### config.mk
export PLATFORM = sky130hd
export DESIGN_NAME = m_mem_arb
export DESIGN_NICKNAME = d
export VERILOG_FILES = /design/src/rtl/m_mem_arb.sv
export SDC_FILE = /design/constraint.sdc
export NUM_CORES = 1
export LEC_CHECK = 0
export ABC_CLOCK_PERIOD_IN_PS = 4500
export CAP_MARGIN = 20
export CORE_AREA = 2 2 104 106
export DETAILED_ROUTE_END_ITERATION = 8
export DIE_AREA = 0 0 106 108
export GPL_ROUTABILITY_DRIVEN = 0
export PLACE_DENSITY = 0.87
export SETUP_SLACK_MARGIN = 0.05
export SYNTH_ARGS = -nofsm -noshare
export SYNTH_HDL_FRONTEND = slang
export SYNTH_SLANG_ARGS = --single-unit
### constraint.sdc
create_clock -name w_clk -period 4.5 [get_ports w_clk]
set_input_delay 0.9 -clock w_clk [delete_from_list [all_inputs] [get_ports w_clk]]
set_output_delay 0.9 -clock w_clk [all_outputs]
set_load 0.05 [all_outputs]
### src/rtl/m_mem_arb.sv
// Single-port memory arbiter between an instruction-fetch requester and a
// load/store requester. One access in flight at a time; data has priority
// over fetch unless fetch has waited through STARVE consecutive data grants.
//
// state  | meaning
// -------+------------------------------------------------------------
// S_IDLE | no access in flight; any request is granted and issued now
// S_WAIT | access issued, counting down the memory read latency
module m_mem_arb #(
    parameter int LAT    = 1,
    parameter int STARVE = 4
) (
    input  logic        w_clk,
    input  logic        w_rst_n,
    input  logic        w_ireq,
    input  logic [31:0] w_iaddr,
    output logic        w_igrant,
    output logic        w_ivalid,
    output logic [31:0] w_irdata,
    input  logic        w_dreq,
    input  logic        w_dwe,
    input  logic [31:0] w_daddr,
    input  logic [31:0] w_dwdata,
    output logic        w_dgrant,
    output logic        w_dvalid,
    output logic [31:0] w_drdata,
    output logic        w_men,
    output logic        w_mwe,
    output logic [31:0] w_maddr,
    output logic [31:0] w_mwdata,
    input  logic [31:0] w_mrdata
);

    typedef enum logic {S_IDLE = 1'b0, S_WAIT = 1'b1} state_t;

    // Latency counter is loaded so that it reaches zero on the cycle the
    // memory read data is valid.
    localparam logic [1:0] LAT_LOAD   = 2'(LAT - 1);
    localparam logic [2:0] STARVE_MAX = 3'(STARVE);

    state_t     state;
    state_t     state_nxt;
    logic [1:0] lat_cnt;
    logic [2:0] starve_cnt;
    logic       own_fetch;
    logic       own_store;
    logic       fetch_win;
    logic       mem_done;

    assign fetch_win = w_ireq && (!w_dreq || (starve_cnt == STARVE_MAX));
    assign mem_done  = (state == S_WAIT) && (lat_cnt == 2'd0);

    // Next state plus Mealy grant/issue; grants are gated by reset so they
    // drop immediately when reset asserts.
    always_comb begin
        state_nxt = state;
        w_igrant  = 1'b0;
        w_dgrant  = 1'b0;
        w_men     = 1'b0;
        w_mwe     = 1'b0;
        w_maddr   = w_daddr;
        w_mwdata  = w_dwdata;
        case (state)
            S_IDLE: begin
                if (w_rst_n && (w_ireq || w_dreq)) begin
                    w_men     = 1'b1;
                    state_nxt = S_WAIT;
                    if (fetch_win) begin
                        w_igrant = 1'b1;
                        w_maddr  = w_iaddr;
                    end else begin
                        w_dgrant = 1'b1;
                        w_mwe    = w_dwe;
                    end
                end
            end
            S_WAIT: begin
                if (mem_done) state_nxt = S_IDLE;
            end
            default: state_nxt = S_IDLE;
        endcase
    end

    // State register.
    always_ff @(posedge w_clk or negedge w_rst_n) begin
        if (!w_rst_n) state <= S_IDLE;
        else          state <= state_nxt;
    end

    // Read-latency down-counter, loaded on issue.
    always_ff @(posedge w_clk or negedge w_rst_n) begin
        if (!w_rst_n) begin
            lat_cnt <= 2'd0;
        end else if (w_men) begin
            lat_cnt <= LAT_LOAD;
        end else if ((state == S_WAIT) && (lat_cnt != 2'd0)) begin
            lat_cnt <= lat_cnt - 2'd1;
        end
    end

    // Starvation counter: consecutive data grants while fetch is waiting.
    always_ff @(posedge w_clk or negedge w_rst_n) begin
        if (!w_rst_n) begin
            starve_cnt <= 3'd0;
        end else if (w_igrant) begin
            starve_cnt <= 3'd0;
        end else if (w_dgrant) begin
            if (!w_ireq)                       starve_cnt <= 3'd0;
            else if (starve_cnt != STARVE_MAX) starve_cnt <= starve_cnt + 3'd1;
        end
    end

    // Remember who owns the in-flight access and whether it is a store.
    always_ff @(posedge w_clk or negedge w_rst_n) begin
        if (!w_rst_n) begin
            own_fetch <= 1'b0;
            own_store <= 1'b0;
        end else if (w_men) begin
            own_fetch <= w_igrant;
            own_store <= w_dgrant && w_dwe;
        end
    end

    // Capture read data for the owner and pulse its valid one cycle later.
    always_ff @(posedge w_clk or negedge w_rst_n) begin
        if (!w_rst_n) begin
            w_ivalid <= 1'b0;
            w_dvalid <= 1'b0;
            w_irdata <= 32'd0;
            w_drdata <= 32'd0;
        end else begin
            w_ivalid <= mem_done && own_fetch;
            w_dvalid <= mem_done && !own_fetch;
            if (mem_done && own_fetch)               w_irdata <= w_mrdata;
            if (mem_done && !own_fetch && !own_store) w_drdata <= w_mrdata;
        end
    end

endmodule

==> impl_metrics.tcl, run 1 <==
set metrics [dict create \
    rsz0062_at_grt "false" \
    setup_slack_ns 0.720 \
    area_growth_pct 70.3 \
    syn_area_per_cell_um2 14.1 \
    comb_power_share_pct 54.0 \
    cts-buffers-inserted 9 \
    hpwl_um 8320 \
    power_switching_mw 1.47 \
    multi_input_area_um2 1320 \
    cts_tree "built" \
    rows 37 \
    hold_violations 0 \
    cp_num_buf_inv 3 \
    slowest_delay_ns 0.80 \
    layout_commonest_cell "clkdlybuf4s50_1" \
    slew_violations 0 \
    cp_top_family "buffers and inverters" \
    irDropWorstVdd_uv 279 \
    synth_nets 385 \
    cp-end-kind "output pin" \
    clkPwrFrac_pct 16.1 \
    cpMaxStageDelayCell "clkdlybuf4s50_1" \
    yosysSeqAreaShare_pct 52.9 \
    grt_pass1_wl_um 15000 \
    vias_per_cell 4.66 \
    use_met2_pct 34.0 \
    dieHeight_um 108 \
    finalNetCount 560 \
    p_leak_nw 2.46 \
    setup_violations 0 \
    cts_hold_buf 0 \
    synthCells 249 \
    route.detailed.drc 0 \
    run_status "completed" \
    grt_use_total_pct 17.5 \
    worst_hold_path_type "flip-flop to flip-flop" \
    reg2reg_slack_ns 2.39 \
    cts_max_path_buffers 2 \
    register_area_um2 1850 \
    drt-initial-drc-count 63 \
    vias 2634 \
    nFillCells 794 \
    setup_tns_ns 0 \
    crit_required_ns 3.60 \
    synthTopCellsByArea "dfrtp_1, mux2_2, buf_4" \
    clk_pin_slew_ns 0.07 \
    crit_top_cell "clkdlybuf4s50_1" \
    mostFrequentLayoutCells "clkdlybuf4s50_1, mux2_2, dfrtp_1" \
    die_area_um2 11400 \
    core_area_um2 10200 \
    gr-max-usage-layer "met2" \
    period_share_pct 84.0 \
    insertion_delay_ns 0.35 \
    fin_cells 565 \
    drive_above_1_share_pct 35.7 \
    cts-root-buf "clkbuf_8" \
    worst_slew_pin_slew_ns 0.920 \
    grt_use_met3_pct 4.34 \
    pwr-share-seq_pct 29.9 \
    htree_levels 3 \
    worstPathMaxFanout 4 \
    fmax_mhz 265 \
    start_util_pct 34.2 \
    diodes 0 \
    antenna_found_initial 0 \
    crit_path_start_kind "input port" \
    ys_types 28 \
    critPathKind "input port to output pin" \
    ant_nets 0 \
    ys_seq_elements 74 \
    cts_sinks 74 \
    grt_pass1_vias 2815 \
    worstPathArrival_ns 2.88 \
    power.density_nw_per_um2 559 \
    portBuffers 202 \
    post-cts-setup-buffer-count 0 \
    power.share.switching_pct 44.2 \
    grt_max_degree 76 \
    routed_wl_um 10100 \
    synth_top_cell_by_area "dfrtp_1" \
    cts_resized 0 \
    period_minus_slack_ns 3.78 \
    gr-total-overflow 0 \
    path_cells "clkdlybuf4s50_1 > inv_1 > a311oi_1 > and2_1 > clkdlybuf4s50_1" \
    intPower_mw 1.86 \
    finalPower_mw 3.33 \
    die_w_um 106 \
    io_pins 267 \
    dp.cells 549 \
    dr.pass1.iters 4 \
    pre_cts_slack_ns 0.711 \
    max-slew-margin-rel_pct 38.6 \
    cap_violations 0 \
    final_util_pct 58.3 \
    netlist.area_leader.share_pct 52.9 \
    wl_per_cell_um 17.8 \
    synthesis.area_um2 3500 \
    grt_util_met1_pct 16.8 \
    yosys_warnings 0 \
    finalClockSkew_ns 0.0136 \
]
## per-layer routing
| metal | share of wire (%) | routed length, um |
|---|---|---|
| met1 | 33 | 3350 |
| met2 | 56 | 5660 |
| met3 | 7.2 | 720 |
| met4 | 3.3 | 328 |
| met5 | 0 | 0 |
## registers in the layout, summed over array words and instances (netlist names)
register and cells:
w_irdata 32, w_ivalid 1, starve_cnt 3, own_fetch 1
w_drdata 32, w_dvalid 1, state 1, lat_cnt 2
own_store 1
## cells in the mapped netlist
master,count
o2bb2ai_1,1
mux2i_1,1
nor3_2,1
nand2b_4,1
buf_6,3
nor3b_1,1
clkbuf_1,1
o22ai_1,1
or2_2,1
a21oi_1,1
nor4bb_1,1
a21o_1,1
nor2_1,3
mux2_1,2
mux2_2,95
nand2b_1,1
nand2_1,4
buf_2,6
o21ai_0,1
nand3_1,1
dfrtp_1,74
and2_1,1
a211oi_4,1
ha_1,3
buf_4,32
inv_1,8
a22o_1,2
a311oi_1,1
## worst register-to-register path: stages, from the launching register on
cell	delay, ns
dfrtp_1	0.39
inv_1	0.07
ha_1	0.18
nand2_1	0.11
nor3_4	0.43
buf_4	0.42
mux2_2	0.40
## path summary, 6_finish.rpt
kind | from | endpoint | depth (start not counted)
min reg2reg | lat_cnt[0] | lat_cnt[0] | 1
max reg2reg | lat_cnt[0] | w_drdata[22] | 6
max in group asynchronous | w_rst_n | starve_cnt[0] | 2
min | lat_cnt[0] | lat_cnt[0] | 1
min in group asynchronous | w_rst_n | w_drdata[0] | 2
max | w_dreq | w_mwe | 5
## metrics by stage
stage	hold slack, ns	instance area, um^2
detailed placement	0.470	5750
global placement	0.462	5750
CTS	0.480	5960
finish	0.473	5960
global route	0.513	5960
floorplan	0.451	3500
## cells by family (layout without fill, tap and decap cells)
group                      after synthesis  in the layout  synth area share (%)
muxes                                   98             98                  31.5
DFF                                     74             74                  52.9
buffers and inverters                   50            230                  9.65
and+or+nand+nor                         15             15                  2.61
AOI/OAI and AO/OA                        9              9                  2.25
adders and majority gates                3              3                  1.07
## power by group through the flow
stage	Combinational, mW	Sequential (mW)	Clock [mW]
floorplan	0.416	1.76	0
global placement	1.79	0.997	0
detailed placement	1.82	1.01	0
CTS	1.82	1.00	0.553
global route	1.86	1.02	0.582
finish	1.80	0.997	0.535
## final cells by class
type	count	area share [%]
Timing Repair Buffer	206	39.9
Tap cell	136	2.85
Clock inverter	6	1.26
Clock buffer	10	2.31
Multi-Input combinational cell	125	22.1
Sequential cell	74	31.1
Inverter	8	0.504
No activity file was read; power rests on OpenSTA's default activity.
==> inputs of run 2 (changes only) <==
--- a/config.mk
+++ b/config.mk
@@ -5,11 +5,11 @@
 export SDC_FILE = /design/constraint.sdc
 export NUM_CORES = 1
 export LEC_CHECK = 0
-export ABC_CLOCK_PERIOD_IN_PS = 4500
+export ABC_CLOCK_PERIOD_IN_PS = 3500
 export CAP_MARGIN = 20
-export CORE_AREA = 2 2 104 106
+export CORE_MARGIN = 2
+export CORE_UTILIZATION = 34
 export DETAILED_ROUTE_END_ITERATION = 8
-export DIE_AREA = 0 0 106 108
 export GPL_ROUTABILITY_DRIVEN = 0
 export PLACE_DENSITY = 0.87
 export SETUP_SLACK_MARGIN = 0.05
==> constraint.sdc (replaced) <==
create_clock -name w_clk -period 3.5 [get_ports w_clk]
set_input_delay 0.7 -clock w_clk [delete_from_list [all_inputs] [get_ports w_clk]]
set_output_delay 0.7 -clock w_clk [all_outputs]
set_load 0.05 [all_outputs]
==> run 2 against run 1 <==
Compared with the run above: via count rose by 1.6%; combinational power increased by 29%; first-iteration DRC count rose by 110%; routed wire length fell by 4.8%; hold slack worse by 0.23 ns.
==> impl_metrics.tcl, run 2 (synthesized netlist as in run 1, its figures left out) <==
set metrics [dict create \
    period_share_pct 86.8 \
    portBuffers 202 \
    fin_cells 566 \
    io_pins 267 \
    drt-initial-drc-count 132 \
    drive_above_1_share_pct 36.3 \
    cts_tree "built" \
    critPathKind "input port to output pin" \
    max-slew-margin-rel_pct 56.7 \
    die_area_um2 11100 \
    run_status "completed" \
    cp-end-kind "output pin" \
    setup_violations 0 \
    slew_violations 0 \
    pre_cts_slack_ns 0.456 \
    cap_violations 0 \
    vias 2676 \
    grt_pass1_vias 2944 \
    routed_wl_um 9570 \
    cts-root-buf "clkbuf_8" \
    fmax_mhz 329 \
    start_util_pct 34.5 \
    worstPathMaxFanout 34 \
    antenna_found_initial 0 \
    vias_per_cell 4.73 \
    top_regs "w_drdata (32), w_irdata (32), starve_cnt (3)" \
    placed_area_um2 5800 \
    dr.pass1.iters 4 \
    grt_use_total_pct 17.4 \
    post-cts-setup-buffer-count 0 \
    reg2reg_slack_ns 1.69 \
    cts_sinks 74 \
    dieHeight_um 105 \
    htree_levels 3 \
    p_leak_nw 2.46 \
    insertion_delay_ns 0.34 \
    diodes 0 \
    crit_path_start_kind "input port" \
    cts_max_path_buffers 2 \
    path_cells "clkdlybuf4s50_1 > inv_1 > a211oi_4 > buf_12 > mux2_2 > buf_12" \
    hold_violations 0 \
    slowest_delay_ns 0.52 \
    finalNetCount 561 \
    die_w_um 105 \
    power.density_nw_per_um2 700 \
    cts_hold_buf 0 \
    stdcell_area_um2 5970 \
    worstPathArrival_ns 2.34 \
    mostFrequentLayoutCells "clkdlybuf4s50_1, mux2_2, dfrtp_1" \
    finalClockSkew_ns 0.0133 \
    period_minus_slack_ns 3.04 \
    wl_per_cell_um 16.9 \
    cpMaxStageDelayCell "clkdlybuf4s50_1" \
    cts_resized 0 \
    ant_nets 0 \
    dp.cells 550 \
    hpwl_um 7640 \
    worst_hold_path_type "input port to asynchronous set/reset pin" \
    worst_slew_pin_slew_ns 0.649 \
    area_growth_pct 70.5 \
    rows 37 \
    gr-total-overflow 0 \
    setup_slack_ns 0.462 \
    irDropWorstVdd_uv 394 \
    grt_max_degree 55 \
    grt_pass1_wl_um 15100 \
    crit_required_ns 2.80 \
    setup_tns_ns 0 \
    crit_top_cell "buf_12" \
    hold_ws_ns 0.247 \
    clk_pin_slew_ns 0.09 \
    cts-buffers-inserted 9 \
    layout_commonest_cell "clkdlybuf4s50_1" \
    rsz0062_at_grt "false" \
    core_area_um2 10100 \
    route.detailed.drc 0 \
]
[run 2: cell count changes in the layout (fill, tap and decap cells not counted)]
cell	change
buf_12	+4
clkdlybuf4s50_1	-3
clkinv_4	-3
clkinv_2	+2
clkinvlp_4	+2
bufinv_16	-1
clkbuf_1	+1
clkbuf_8	-1
inv_6	+1
inv_8	-1
[run 2: layout make-up]
class	count	area [um^2]
Fill cell	782	4170
Sequential cell	74	1850
Tap cell	136	170
Timing Repair Buffer	207	2430
Clock buffer	10	128
Multi-Input combinational cell	125	1320
Clock inverter	6	41.3
Inverter	8	30.0
[run 2: power by group]
| part | switching [mW] | internal, mW |
|---|---|---|
| Clock | 0.315 | 0.257 |
| Sequential | 0.152 | 1.14 |
| Combinational | 1.41 | 0.905 |
| Total | 1.88 | 2.30 |
[run 2: layer usage]
layer  global-route usage, %  part of all wire [%]  vias up
li1                        -                     -     1193
met1                    18.3                    35     1316
met2                    32.0                    53      150
met3                    5.63                   9.1       17
met4                    6.76                   2.2        0
met5                       0                     0        -
[run 2: final timing paths]
path                             from           end  depth (start not counted)
max                            w_ireq    w_maddr[9]                          6
min                           w_rst_n  w_irdata[31]                          1
max reg2reg                lat_cnt[0]  w_drdata[27]                          6
min reg2reg                lat_cnt[0]    lat_cnt[0]                          1
max in group asynchronous     w_rst_n  w_drdata[22]                          2
min in group w_clk         lat_cnt[0]    lat_cnt[0]                          1
[run 2: metrics by stage]
stage / utilization (%) / power (mW)
5_1_grt: 58.9 / 4.36
3_5_place_dp: 57.2 / 3.64
2_1_floorplan: - / 2.80
3_3_place_gp: 57.2 / 3.58
4_1_cts: 58.9 / 4.22
6_report: 58.9 / 4.18
[run 2: worst max-delay path, delay by kind of cell]
family          cells  cell delay, ns
buf+inv             4            1.01
mux                 1            0.40
compound gates      1            0.21
